### src/rtl/seg_scan_ctrl_pkg.sv
// Shared types and constants for the 7-segment scan controller.
// Also used by the existing display driver via hex7_decode.
package seg_pkg;

  typedef enum logic [1:0] {
    PM_LOW  = 2'b00,
    PM_HIGH = 2'b01,
    PM_AUTO = 2'b10
  } page_mode_e;

  typedef logic [1:0] digit_t;

  localparam logic [3:0] ANODE_OFF = 4'b1111;
  localparam logic [6:0] SEG_BLANK = 7'b1111111;

endpackage

### src/rtl/seg_scan_ctrl_if.sv
// Valid/ready handshake carrying the 32-bit display value
// from the core into the scan controller.
interface seg_scan_ctrl_if;
  logic        data_valid;
  logic [31:0] data_in;
  logic        data_ready;

  modport master (
    output data_valid,
    output data_in,
    input  data_ready
  );

  modport slave (
    input  data_valid,
    input  data_in,
    output data_ready
  );
endinterface

### src/rtl/seg_scan_ctrl_hex7_decode.sv
// Hex nibble to active-low segment pattern {g,f,e,d,c,b,a}.
// Pure combinational; shared with the legacy display driver.
module hex7_decode
  import seg_pkg::*;
(
  input  logic [3:0] nib,
  output logic [6:0] seg
);

  always_comb begin
    seg = SEG_BLANK;
    unique case (nib)
      4'h0: seg = 7'h40;
      4'h1: seg = 7'h79;
      4'h2: seg = 7'h24;
      4'h3: seg = 7'h30;
      4'h4: seg = 7'h19;
      4'h5: seg = 7'h12;
      4'h6: seg = 7'h02;
      4'h7: seg = 7'h78;
      4'h8: seg = 7'h00;
      4'h9: seg = 7'h10;
      4'hA: seg = 7'h08;
      4'hB: seg = 7'h03;
      4'hC: seg = 7'h46;
      4'hD: seg = 7'h21;
      4'hE: seg = 7'h06;
      4'hF: seg = 7'h0E;
    endcase
  end

endmodule

### src/rtl/seg_scan_ctrl.sv
// 4-digit common-anode scan scheduler: prescaled slots, frame-
// aligned data swap, page select, duty dimming, zero blanking.
module seg_scan_ctrl
  import seg_pkg::*;
#(
  parameter int SCAN_DIV  = 1000,
  parameter int PAGE_HOLD = 2048
) (
  input  logic            clk,
  input  logic            rst,
  seg_scan_ctrl_if.slave  bus,
  input  logic [1:0]      page_mode,
  input  logic [2:0]      bright,
  input  logic            blank_lz,
  output logic [3:0]      anode,
  output logic [6:0]      seg,
  output logic            page
);

  localparam int PCW = $clog2(SCAN_DIV);
  localparam int FCW =
    (PAGE_HOLD > 1) ? $clog2(PAGE_HOLD) : 1;

  logic [PCW-1:0] pc;
  digit_t         digit;
  logic [FCW-1:0] fcnt;
  logic [31:0]    stage;
  logic [31:0]    disp;
  logic           stage_full;
  logic           page_r;

  logic        tick;
  logic        boundary;
  logic        accept;
  logic [15:0] half;
  logic [15:0] upper;
  logic [31:0] on_len;
  logic        blank;
  logic        lit;
  logic [6:0]  seg_d;
  logic [3:0]  anode_d;

  assign tick     = (pc == PCW'(SCAN_DIV - 1));
  assign boundary = tick && (digit == 2'd3);
  assign accept   = bus.data_valid && !stage_full;

  assign bus.data_ready = !stage_full;

  assign half  = page_r ? disp[31:16] : disp[15:0];
  assign upper = half >> {digit, 2'b00};

  // Digit and every higher nibble zero => leading zero
  assign blank = blank_lz && (digit != 2'd0)
              && (upper == 16'd0);

  assign on_len = ((32'(bright) + 32'd1)
                * 32'(SCAN_DIV)) >> 3;

  assign lit     = (32'(pc) < on_len) && !blank;
  assign anode_d = lit ? ~(4'b0001 << digit)
                       : ANODE_OFF;

  hex7_decode u_dec (
    .nib (upper[3:0]),
    .seg (seg_d)
  );

  always_ff @(posedge clk) begin
    if (rst) begin
      pc         <= '0;
      digit      <= '0;
      fcnt       <= '0;
      stage      <= '0;
      disp       <= '0;
      stage_full <= 1'b0;
      page_r     <= 1'b0;
      anode      <= ANODE_OFF;
      seg        <= SEG_BLANK;
      page       <= 1'b0;
    end else begin
      pc <= tick ? '0 : pc + PCW'(1);
      if (tick)
        digit <= digit + 2'd1;

      // Swap only at frame end so a frame never mixes values
      if (boundary && stage_full) begin
        disp       <= stage;
        stage_full <= 1'b0;
      end else if (accept) begin
        stage      <= bus.data_in;
        stage_full <= 1'b1;
      end

      if (boundary) begin
        case (page_mode)
          PM_HIGH: begin
            page_r <= 1'b1;
            fcnt   <= '0;
          end
          PM_AUTO: begin
            if (fcnt == FCW'(PAGE_HOLD - 1)) begin
              page_r <= ~page_r;
              fcnt   <= '0;
            end else begin
              fcnt <= fcnt + FCW'(1);
            end
          end
          default: begin
            page_r <= 1'b0;
            fcnt   <= '0;
          end
        endcase
      end

      anode <= anode_d;
      seg   <= lit ? seg_d : SEG_BLANK;
      page  <= page_r;
    end
  end

endmodule
### src/flat_wrapper.sv
// flat-port wrapper written by rule: the top's interface ports become plain ports
module seg_scan_ctrl_flat import seg_pkg::*;
#(
  parameter int SCAN_DIV  = 1000,
  parameter int PAGE_HOLD = 2048
)
  (clk, rst, page_mode, bright, blank_lz, anode, seg, page, bus_data_valid, bus_data_in, bus_data_ready);
  seg_scan_ctrl_if bus_i ();
  input  logic clk;
  input  logic rst;
  input  logic [1:0] page_mode;
  input  logic [2:0] bright;
  input  logic blank_lz;
  output logic [3:0] anode;
  output logic [6:0] seg;
  output logic page;
  input wire logic [$bits(bus_i.data_valid)-1:0] bus_data_valid;
  input wire logic [$bits(bus_i.data_in)-1:0] bus_data_in;
  output wire logic [$bits(bus_i.data_ready)-1:0] bus_data_ready;
  assign bus_i.data_valid = bus_data_valid;
  assign bus_i.data_in = bus_data_in;
  assign bus_data_ready = bus_i.data_ready;
  seg_scan_ctrl #(.SCAN_DIV(SCAN_DIV), .PAGE_HOLD(PAGE_HOLD)) u_core (.clk(clk), .rst(rst), .bus(bus_i), .page_mode(page_mode), .bright(bright), .blank_lz(blank_lz), .anode(anode), .seg(seg), .page(page));
endmodule
### config.mk
export PLATFORM = sky130hd
export DESIGN_NAME = seg_scan_ctrl_flat
export DESIGN_NICKNAME = d
export VERILOG_FILES = /design/src/rtl/seg_scan_ctrl_pkg.sv /design/src/rtl/seg_scan_ctrl_if.sv /design/src/rtl/seg_scan_ctrl_hex7_decode.sv /design/src/rtl/seg_scan_ctrl.sv /design/src/flat_wrapper.sv
export SDC_FILE = /design/constraint.sdc
export NUM_CORES = 1
export LEC_CHECK = 0
export ABC_AREA = 1
export CORE_ASPECT_RATIO = 1.25
export CORE_MARGIN = 10
export CORE_UTILIZATION = 57
export DETAILED_ROUTE_END_ITERATION = 7
export GPL_TIMING_DRIVEN = 0
export HOLD_SLACK_MARGIN = 0.08
export PLACE_DENSITY = 0.8
export RECOVER_POWER = 50
export SYNTH_ARGS = -nofsm -noshare
export SYNTH_HDL_FRONTEND = slang
export SYNTH_SLANG_ARGS = --single-unit
### constraint.sdc
create_clock -name clk -period 5.3 [get_ports clk]
set_input_delay 1.06 -clock clk [delete_from_list [all_inputs] [get_ports clk]]
set_output_delay 1.06 -clock clk [all_outputs]
set_load 0.03 [all_outputs]
Yosys cells after proc, flatten, opt, wreduce, memory -nomap -nowiden
Memory sizes are Yosys's and may differ from the RTL's. A register that Yosys moved wholly into a read port is not among the register bits.
Cells that the tools add are included.
W data, S select, Z words.
{ "classes": {"n_addsub": 4, "mul": 1, "magnitude_cmp": 1, "n_eq_ne": 6, "n_shift": 2, "mux": 5, "n_bitwise": 4, "n_reduce_logical": 15} }
{ "ops": {"columns": ["operator", "count"], "rows": [
  ["$mul A32 B7 Y29 const B", 1],
  ["$lt A10 B29 Y1", 1],
  ["$mux W11", 2],
  ["$logic_not A16 Y1", 1],
  ["$mux W16", 1],
  ["$shr A16 B4 Y16", 1],
  ["$add A11 B1 Y11 const B", 1],
  ["$eq A11 B11 Y1 const B", 1],
  ["$add A10 B1 Y10 const B", 1],
  ["$eq A10 B10 Y1 const B", 1],
  ["$logic_and A1 B1 Y1", 6],
  ["$reduce_or A2 Y1", 3],
  ["$add A3 B1 Y4 const B", 1],
  ["$eq A2 B2 Y1 const B", 2],
  ["$not A4 Y4", 1],
  ["$reduce_and A2 Y1", 2],
  ["$shl A1 B2 Y4 const A", 1],
  ["$not A1 Y1", 3],
  ["$add A2 B1 Y2 const B", 1],
  ["$eq A2 B1 Y1 const B", 1],
  ["$logic_not A1 Y1", 2],
  ["$ne A2 B1 Y1 const B", 1],
  ["$pmux W1 S2", 1],
  ["$reduce_bool A2 Y1", 1],
  ["$mux W1", 1]
]} }
{ "totals": {"regBits": 94, "romBits": 112, "out_inout_bits": 13, "wordCells": 48, "memories": 1} }
{ "mem_list": {"columns": ["memory", "depth", "width", "read_ports", "rd_ports_with_merged_regs", "wr", "line", "text"], "rows": [
  ["(no name shown)", 16, 7, 1, 1, 0, "seg_scan_ctrl_hex7_decode.sv:12", "unique case (nib)"]
]} }

Logic depth before layout (Yosys ltp)
Gate-level depths: netlist of run 1.
{ "logic_depth": {"depth_word": 8, "mapped_depth": 18, "mapped_depth_nobuf": 17} }

By module
A second synthesis of run 1 with hierarchy kept.
{ "hier_totals": {"hier_cells": 708, "area_unflattened_um2": 5113.7} }
{ "modules_own_cells": {"columns": ["module", "instances", "cells_each", "area_each_um2"], "rows": [
  ["seg_scan_ctrl", 1, 659, 4839.6],
  ["hex7_decode", 1, 49, 274.0]
]} }

Worst setup path before layout of run 1
No wires, ideal clock.
{ "synth_timing": {"path_kind": "input-to-reg", "from": "input port bright[0]", "to": "register u_core.anode[0]", "t_arrival_ns": 4.492, "path_slack_ns": 0.681, "stages": 16, "path_buffers": 1, "cell_sequence": "ha_1 xor2_1 fa_1 fa_1 inv_1 ha_1 a21oi_1 o211ai_1 xor2_1 ha_1 nand2_1 o21bai_1 nand3_1 nand3_1 buf_2 nand4_1"} }
{ "synth_via": {"elab_chain_cells": 6} }
{ "synth_lines": {"columns": ["element", "line", "text"], "rows": [
  ["start: declaration", "flat_wrapper.sv:12", "input logic [2:0] bright;"],
  ["$add A3 B1 Y4", "seg_scan_ctrl.sv:56", "assign on_len = ((32'(bright) + 32'd1)"],
  ["$mul A32 B7 Y29", "seg_scan_ctrl.sv:57", "* 32'(SCAN_DIV)) >> 3;"],
  ["$lt A10 B29 Y1", "seg_scan_ctrl.sv:59", "assign lit = (32'(pc) < on_len) && !blank;"],
  ["$logic_and A1 B1 Y1", "seg_scan_ctrl.sv:59", null],
  ["$not A1 Y1 (no source line)", null, null],
  ["$reduce_or A2 Y1 (no source line)", null, null],
  ["end signal: assignment", "seg_scan_ctrl.sv:115", "anode <= anode_d;"],
  ["end: declaration", "seg_scan_ctrl.sv:15", "output logic [3:0] anode,"]
]} }
No other way between the ends.
A chain may end at the register's enable or synchronous reset.

Worst setup path after layout of run 1
{ "layout_timing": {"from": "input port bright[1]", "to": "register u_core.anode[0]"} }
The elaborated chain is that of the path after synthesis.

==> results.md, run 1 <==
- WP data required: 5.51 ns
- Fin. Hold Viols: 0
- Area grow syn2layout: 18.8%
- Clock Pin Slew Worst Setup and Hold Paths: 0.07 ns
- Total GRT Usage: 17.8%
- DP Area: approximately 6000 µm²
- Crit-path most repeated cell: ha_1
- Outcome: complete, no violations
- Crit-path cells: clkdlybuf4s50_1, ha_1, xor2_4, fa_1, fa_1, inv_1, ha_1, a21oi_1, nand2_1, xnor2_1, ha_1, nand2_1, nor2_1, o21bai_1, nand3_1, nand3_1, buf_2, nand4_1
- Predominant post-synthesis flop cell: dfxtp_1
- Global route overflow: 0
- Worst Tran Pin Value: between 0.4 and 0.5 ns
- Initial Util: 58.4%
- Adder-cell share of the synthesized area: 11.3%
- Crit end category: flop
- CTS tree: done
- Post-synth EDFFs: 0
- Port Buffers: 53
- Core area: about 9000 µm²
- Period utilisation layout: between 90% and 100%
- Die area: 13600 µm²
- Max Buffers Root-to-Sink: 2
- Worst Hold Class: reg2reg
- Post-synth top area share: 37.9%
- Top delay family on crit path: adder cells
- Power Dens Cells: about 270 nW/µm²
- HP Start: u_core.disp[22]$_SDFFE_PP0P_
- Largest family of logic cells by synthesized area: simple AND/OR/NAND/NOR gates
- WHS Endpoint: u_core.disp[22]$_SDFFE_PP0P_
- FFs w/ async S/R, synth: 0%
- # diodes: 0
- Number of buffers created by CTS: 9
- Leak pwr: between 2 and 3 nW
- Setup WS post-layout: roughly 0.33 ns
- Reg-to-reg startpoint: u_core.digit[1]$_SDFFE_PP0P_
- Vias in the first global route: 4752
- Skew final: approximately 0.0094 ns
- Starting DRT DRC Count: between 200 and 250
- Area contributors post-synth: dfxtp_1 38%, nor2_1 12%, ha_1 8.7%, nand2_1 8.4%, o21ai_0 6.4%
- Reg2Reg Capture Point: u_core.anode[0]$_SDFF_PP1_
- First-pass GRT wire length: between 20000 and 25000 µm
- Rel. slew slack: 70.2%
- Synth Instances: 732
- # DRC: 0
- Reg2Reg Setup Slack: 2.89 ns
- RSZ-0062 raised after global routing: no
- Setup-failing EPs final: 0
- Post-synthesis xor/xnor area fraction: 2.14%
- Yosys warnings: 0
- Sequential fraction of the synthesis area: 37.9%
- DRT Pass-1 Iters: 4
- Max incr delay on CP: 0.58 ns
- Initial antenna violation count: 0
- Synthesized area: 5330 µm²
- Tot Pwr: 1.73 mW
- Clock sink count: 101
- Share of cells above drive strength 1: 6.74%
- Remaining antenna violation count: 0
- Cell taking the most area after synthesis: dfxtp_1
- Clock root buffer master: clkbuf_16
- Yosys cell types: 37
- Crit-path slowest cell: fa_1
- R2R cell count: 12
- Slew Limit Fails: 0
- Drt wl/cell: 13.2 µm
- #FFs+latches synth: 101
- CP Launch Type: input pin
- Hold Crit Depth: 2
- CTS HTree Levels: 3
- Critical-path maximum fanout: 10
- Synth Area in Compound Gates: 10.5%
- Mapped Nets: just over 800
- Cell with the most instances after synthesis: nor2_1
- Post-synth top cells: 173 x nor2_1, 119 x nand2_1, 101 x dfxtp_1, 68 x o21ai_0, 55 x inv_1
- Largest net degree at the start of global routing: 18
- Num rows: 39
- Worst path bufs/invs: 3
- TNS Setup: 0 ns
- Post-route cell area: about 6300 µm²
- Simple-gate area share of the yosys netlist: 30.3%
- Place WS: -0.687 ns
- Max-Cap Viols: 0
- Final period demand of the worst path: around 5.0 ns
- Die height: 128 µm
- Clk_lat worst skew: 0.34 ns
- Avg Cell Area, Syn: roughly 7.3 µm²
- Final nets: 881
- Multiplexer area fraction after synthesis: 0%
- FILL cells: 795
- Crit Path Class: in2reg
- Num ports: 54
- Arr. time, crit path: 5.19 ns
- RD Place Congestion: between 0.9 and 1
- Final WL: 12200 µm
- Maximum clock frequency: 201 MHz
- DR vias: 4818
- Die width: 107 µm
- Vias/cell: 5.21
- Max rail drop VDD: 0.000195 V
- HPWL Detailed: ~9600 µm
-- placed cells by master (no fill, tap or decap), types with 4 or more instances in the layout --
cell type / instances
clkdlybuf4s50_1: 47
ha_1: 37
dfxtp_1: 101
clkbuf_16: 9
nand4_1: 15
nand3_1: 46
clkbuf_1: 14
a21oi_1: 21
inv_1: 55
nand2_1: 119
inv_2: 4
o21ai_0: 69
buf_2: 7
buf_6: 6
o21bai_1: 5
fa_1: 7
xor2_1: 9
nor2_1: 172
dlygate4sd3_1: 5
nor3_1: 9
-- layout make-up --
cell class,instances,area (µm²),area share (%)
tap,123,154,2.43
inverter,61,236,3.73
multi-input combinational,541,2910,46.0
clock buffer,10,239,3.77
sequential,101,2020,31.9
buffer,29,175,2.77
clock inverter,6,70.1,1.11
timing repair buffer,53,526,8.30
-- through the flow --
stage | std cells | hold slack [ns] | utilization [%]
2_1_floorplan | 732 | 0.429 | -
4_1_cts | 924 | 0.470 | 69.4
3_5_place_dp | 908 | 0.457 | 65.9
3_3_place_gp | 908 | 0.446 | 65.9
5_1_grt | 924 | 0.507 | 69.4
6_report | 924 | 0.477 | 69.4
-- how the worst max path moves through the flow --
stage               from                    endpoint  slack [ns]  cells past startpoint
5_1_grt        bright[2]    u_core.seg[0]$_SDFF_PP1_       0.004                     18
3_3_place_gp   bright[0]    u_core.seg[3]$_SDFF_PP1_       -0.58                     17
2_1_floorplan  bright[0]  u_core.anode[0]$_SDFF_PP1_        0.68                     16
4_1_cts        bright[0]  u_core.anode[0]$_SDFF_PP1_        0.12                     18
6_report       bright[1]  u_core.anode[0]$_SDFF_PP1_        0.33                     18
3_5_place_dp   bright[0]  u_core.anode[0]$_SDFF_PP1_       -0.69                     18
-- routing by layer --
metal  global-route usage (%)  vias to the layer above  part of all wire (%)
li1                         -                     2491                     -
met1                     18.7                     2221                    42
met2                     34.0                       88                    53
met3                     3.27                       18                   3.1
met4                     6.62                        0                   1.8
met5                        0                        -                     0
-- timing repair --
action	4_1_cts	5_1_grt
hold buffers	0	0
resized for setup	3	3
setup buffers	0	0
pin swaps	0	0
setup endpoints to repair	11	10
-- registers in the layout (all words and copies together), names as in the netlist --
register           flops
u_core.anode           4
u_core.digit           2
u_core.disp           32
u_core.fcnt           11
u_core.page            1
u_core.page_r          1
u_core.pc             10
u_core.seg             7
u_core.stage          32
u_core.stage_full      1
-- where the power goes --
| part | leakage [nW] | internal (mW) | switching, mW |
|---|---|---|---|
| clock network | 0.153 | 0.383 | 0.281 |
| logic | 1.97 | 0.118 | 0.151 |
| registers | 0.825 | 0.785 | 0.0139 |
| total | 2.95 | 1.29 | 0.445 |
-- kinds of logic after synthesis --
| kind of cell | Yosys count |
|---|---|
| xor gates and xnor gates | 13 |
| and+or+nand+nor | 379 |
| adders and majority gates | 44 |
| buffers and inverters | 90 |
| DFF | 101 |
| AOI/OAI and AO/OA | 105 |
-- worst register-to-register path: cells and delay by family (launching register included) --
| family | cells | cell delay, ns |
|---|---|---|
| AOI/OAI and AO/OA | 1 | 0.08 |
| adders and majority gates | 1 | 0.17 |
| and+or+nand+nor | 6 | 0.87 |
| DFF | 1 | 0.50 |
| buffers and inverters | 4 | 0.74 |
Power figures use the tool's default switching activity.
==> run 2: changes to the inputs <==
ABC_CLOCK_PERIOD_IN_PS = 5300   (was unset)
SETUP_SLACK_MARGIN = 0.4   (was unset)
==> run 2 against run 1 <==
Combinational power grew 3%. Via count grew 0.56%. Worst setup slack gained 0.28 ns. Largest cell class unchanged.
==> results.md, run 2 (synthesis results as in run 1) <==
- Leak pwr: 2.96 nW (+0.52%)
- First-pass GRT wire length: 20500 µm (+0.34%)
- Initial antenna violation count: 0 (unchanged)
- Power Dens Cells: 272 nW/µm² (-0.33%)
- CTS Hold Buffers Added: 0 (unchanged)
- Vias/cell: 5.24 (+0.45%)
- Rel. slew slack: 68.7% (-1.5 points)
- Setup WS post-layout: 0.610 ns (+0.285 ns)
- CTS tree: done
- Max-Cap Viols: 0 (unchanged)
- Num ports: 54 (unchanged)
- Most common cell after layout, fill and taps aside: nor2_1
- Final nets: 882 (+0.11%)
- Die height: 128 µm (unchanged)
- Slew Limit Fails: 0 (unchanged)
- Clk_lat worst skew: 0.34 ns (about the same)
- DRT Pass-1 Iters: 4 (unchanged)
- Initial Util: 58.4% (unchanged)
- Tot Pwr: 1.74 mW (+0.38%)
- Worst Tran Pin Value: 0.469 ns (+0.0225 ns)
- CP startpoint: bright[1]
- Reg-to-reg startpoint: u_core.digit[1]$_SDFFE_PP0P_
- Vias in the first global route: 4765 (+0.27%)
- Arr. time, crit path: 4.91 ns (-0.28 ns)
- CTS HTree Levels: 3 (unchanged)
- Die width: 107 µm (unchanged)
- Inst Count DP: 908 (unchanged)
- Fin util: 69.9% (+0.49 points)
- Port Buffers: 53 (unchanged)
- Max Buffers Root-to-Sink: 2 (unchanged)
- Crit Path Class: in2reg
- RSZ-0062 raised after global routing: no
- Crit-path most repeated cell: inv_1
- Top Registers: u_core.disp (32), u_core.stage (32), u_core.fcnt (11)
- Final period demand of the worst path: 4.69 ns (-0.285 ns)
- Starting DRT DRC Count: 193 (-5.9%)
- Largest net degree at the start of global routing: 18 (unchanged)
- Post-Layout Cell Count: 925 (+0.11%)
- Setup-failing EPs final: 0 (unchanged)
- Crit end category: flop
- Remaining antenna violation count: 0 (unchanged)
- Place WS: -0.687 ns (unchanged)
- Drt wl/cell: 13.1 µm (-0.27%)
- Share of cells above drive strength 1: 7.36% (+0.62 points)
- Crit-path slowest cell: fa_2
- Num rows: 39 (unchanged)
- Max incr delay on CP: 0.58 ns (about the same)
- WP data required: 5.52 ns (about the same)
- Critical-path maximum fanout: 10 (unchanged)
- Die area: 13600 µm² (unchanged)
- # diodes: 0 (unchanged)
- HPWL Detailed: 9620 µm (unchanged)
- TNS Setup: 0 ns (unchanged)
- Outcome: complete, no violations
- Clock root buffer master: clkbuf_16
- # DRC: 0 (unchanged)
- Area grow syn2layout: 19.6%
- Post-route cell area: 6380 µm² (+0.71%)
- Global route overflow: 0 (unchanged)
- DR vias: 4845 (+0.56%)
- Fin. Hold Viols: 0 (unchanged)
- CP Launch Type: input pin
- Worst Hold Class: reg2reg
- Final WL: 12200 µm (-0.16%)
- Clock Pin Slew Worst Setup and Hold Paths: 0.07 ns (about the same)
- Skew final: 0.00955 ns (+0.000152 ns)
- Number of buffers created by CTS: 9 (unchanged)
- HP Start: u_core.disp[22]$_SDFFE_PP0P_
- Maximum clock frequency: 213 MHz (+6.1%)
- Most frequent cells in the layout: 172 x nor2_1, 119 x nand2_1, 101 x dfxtp_1
- Min Hold Slack: 0.478 ns (+0.00139 ns)
- Period utilisation layout: 88.5% (-5.4 points)
- Crit-path cells: clkdlybuf4s50_1, ha_4, inv_1, fa_2, inv_1, fa_1, inv_1, ha_1, nand2_1, o211ai_1, xor2_1, ha_1, nand2_1, o21bai_1, nand3_1, nand3_1, buf_4, nand4_1
- RD Place Congestion: 0.947 (unchanged)
- Clock sink count: 101 (unchanged)
- FILL cells: 791 (-0.50%)
- DP Area: 6020 µm² (unchanged)
- Total GRT Usage: 17.8% (+0.065 points)
- Core area: 9130 µm² (unchanged)
- Max rail drop VDD: 0.000194 V (-0.41%)
-- run 2: layout make-up --
class | count | area, µm² | area share (%)
Multi-Input combinational cell | 541 | 2940 | 46.1
Sequential cell | 101 | 2020 | 31.7
Timing Repair Buffer | 54 | 542 | 8.49
Clock buffer | 10 | 239 | 3.75
Inverter | 61 | 236 | 3.71
Buffer | 29 | 178 | 2.78
Tap cell | 123 | 154 | 2.41
Clock inverter | 6 | 70.1 | 1.10
-- run 2: critical path, delay by kind of cell --
family | cells | cell delay [ns]
simple gates | 5 | 0.52
buf+inv | 5 | 0.84
compound gates | 2 | 0.34
fa+ha+maj | 5 | 1.98
xor+xnor | 1 | 0.18
-- run 2: power by group --
| part | internal (mW) | switching, mW | total, mW |
|---|---|---|---|
| combinational | 0.123 | 0.153 | 0.276 |
| clock | 0.383 | 0.281 | 0.664 |
| sequential | 0.785 | 0.0139 | 0.798 |
-- run 2: worst paths after layout --
kind | depth (start not counted) | to | slack, ns
min | 2 | u_core.disp[22]$_SDFFE_PP0P_ | 0.48
max | 18 | u_core.anode[0]$_SDFF_PP1_ | 0.61
max reg2reg | 12 | u_core.anode[0]$_SDFF_PP1_ | 2.89
min reg2reg | 2 | u_core.disp[22]$_SDFFE_PP0P_ | 0.48
-- run 2: layer usage --
metal	routed length [µm]	global-route usage [%]	share of wire, %	vias to the layer above
met2	6440	34.2	53	96
met4	228	6.62	1.9	0
li1	-	-	-	2492
met5	0	0	0	-
met1	5000	18.7	41	2237
met3	489	3.27	4.0	20
-- run 2: what timing repair did --
action / 4_1_cts / 5_1_grt
endpoints found under the hold margin: 0 / 0
resized for setup: 7 / 8
buffers inserted: 1 / 0
endpoints found under the setup margin: 11 / 10
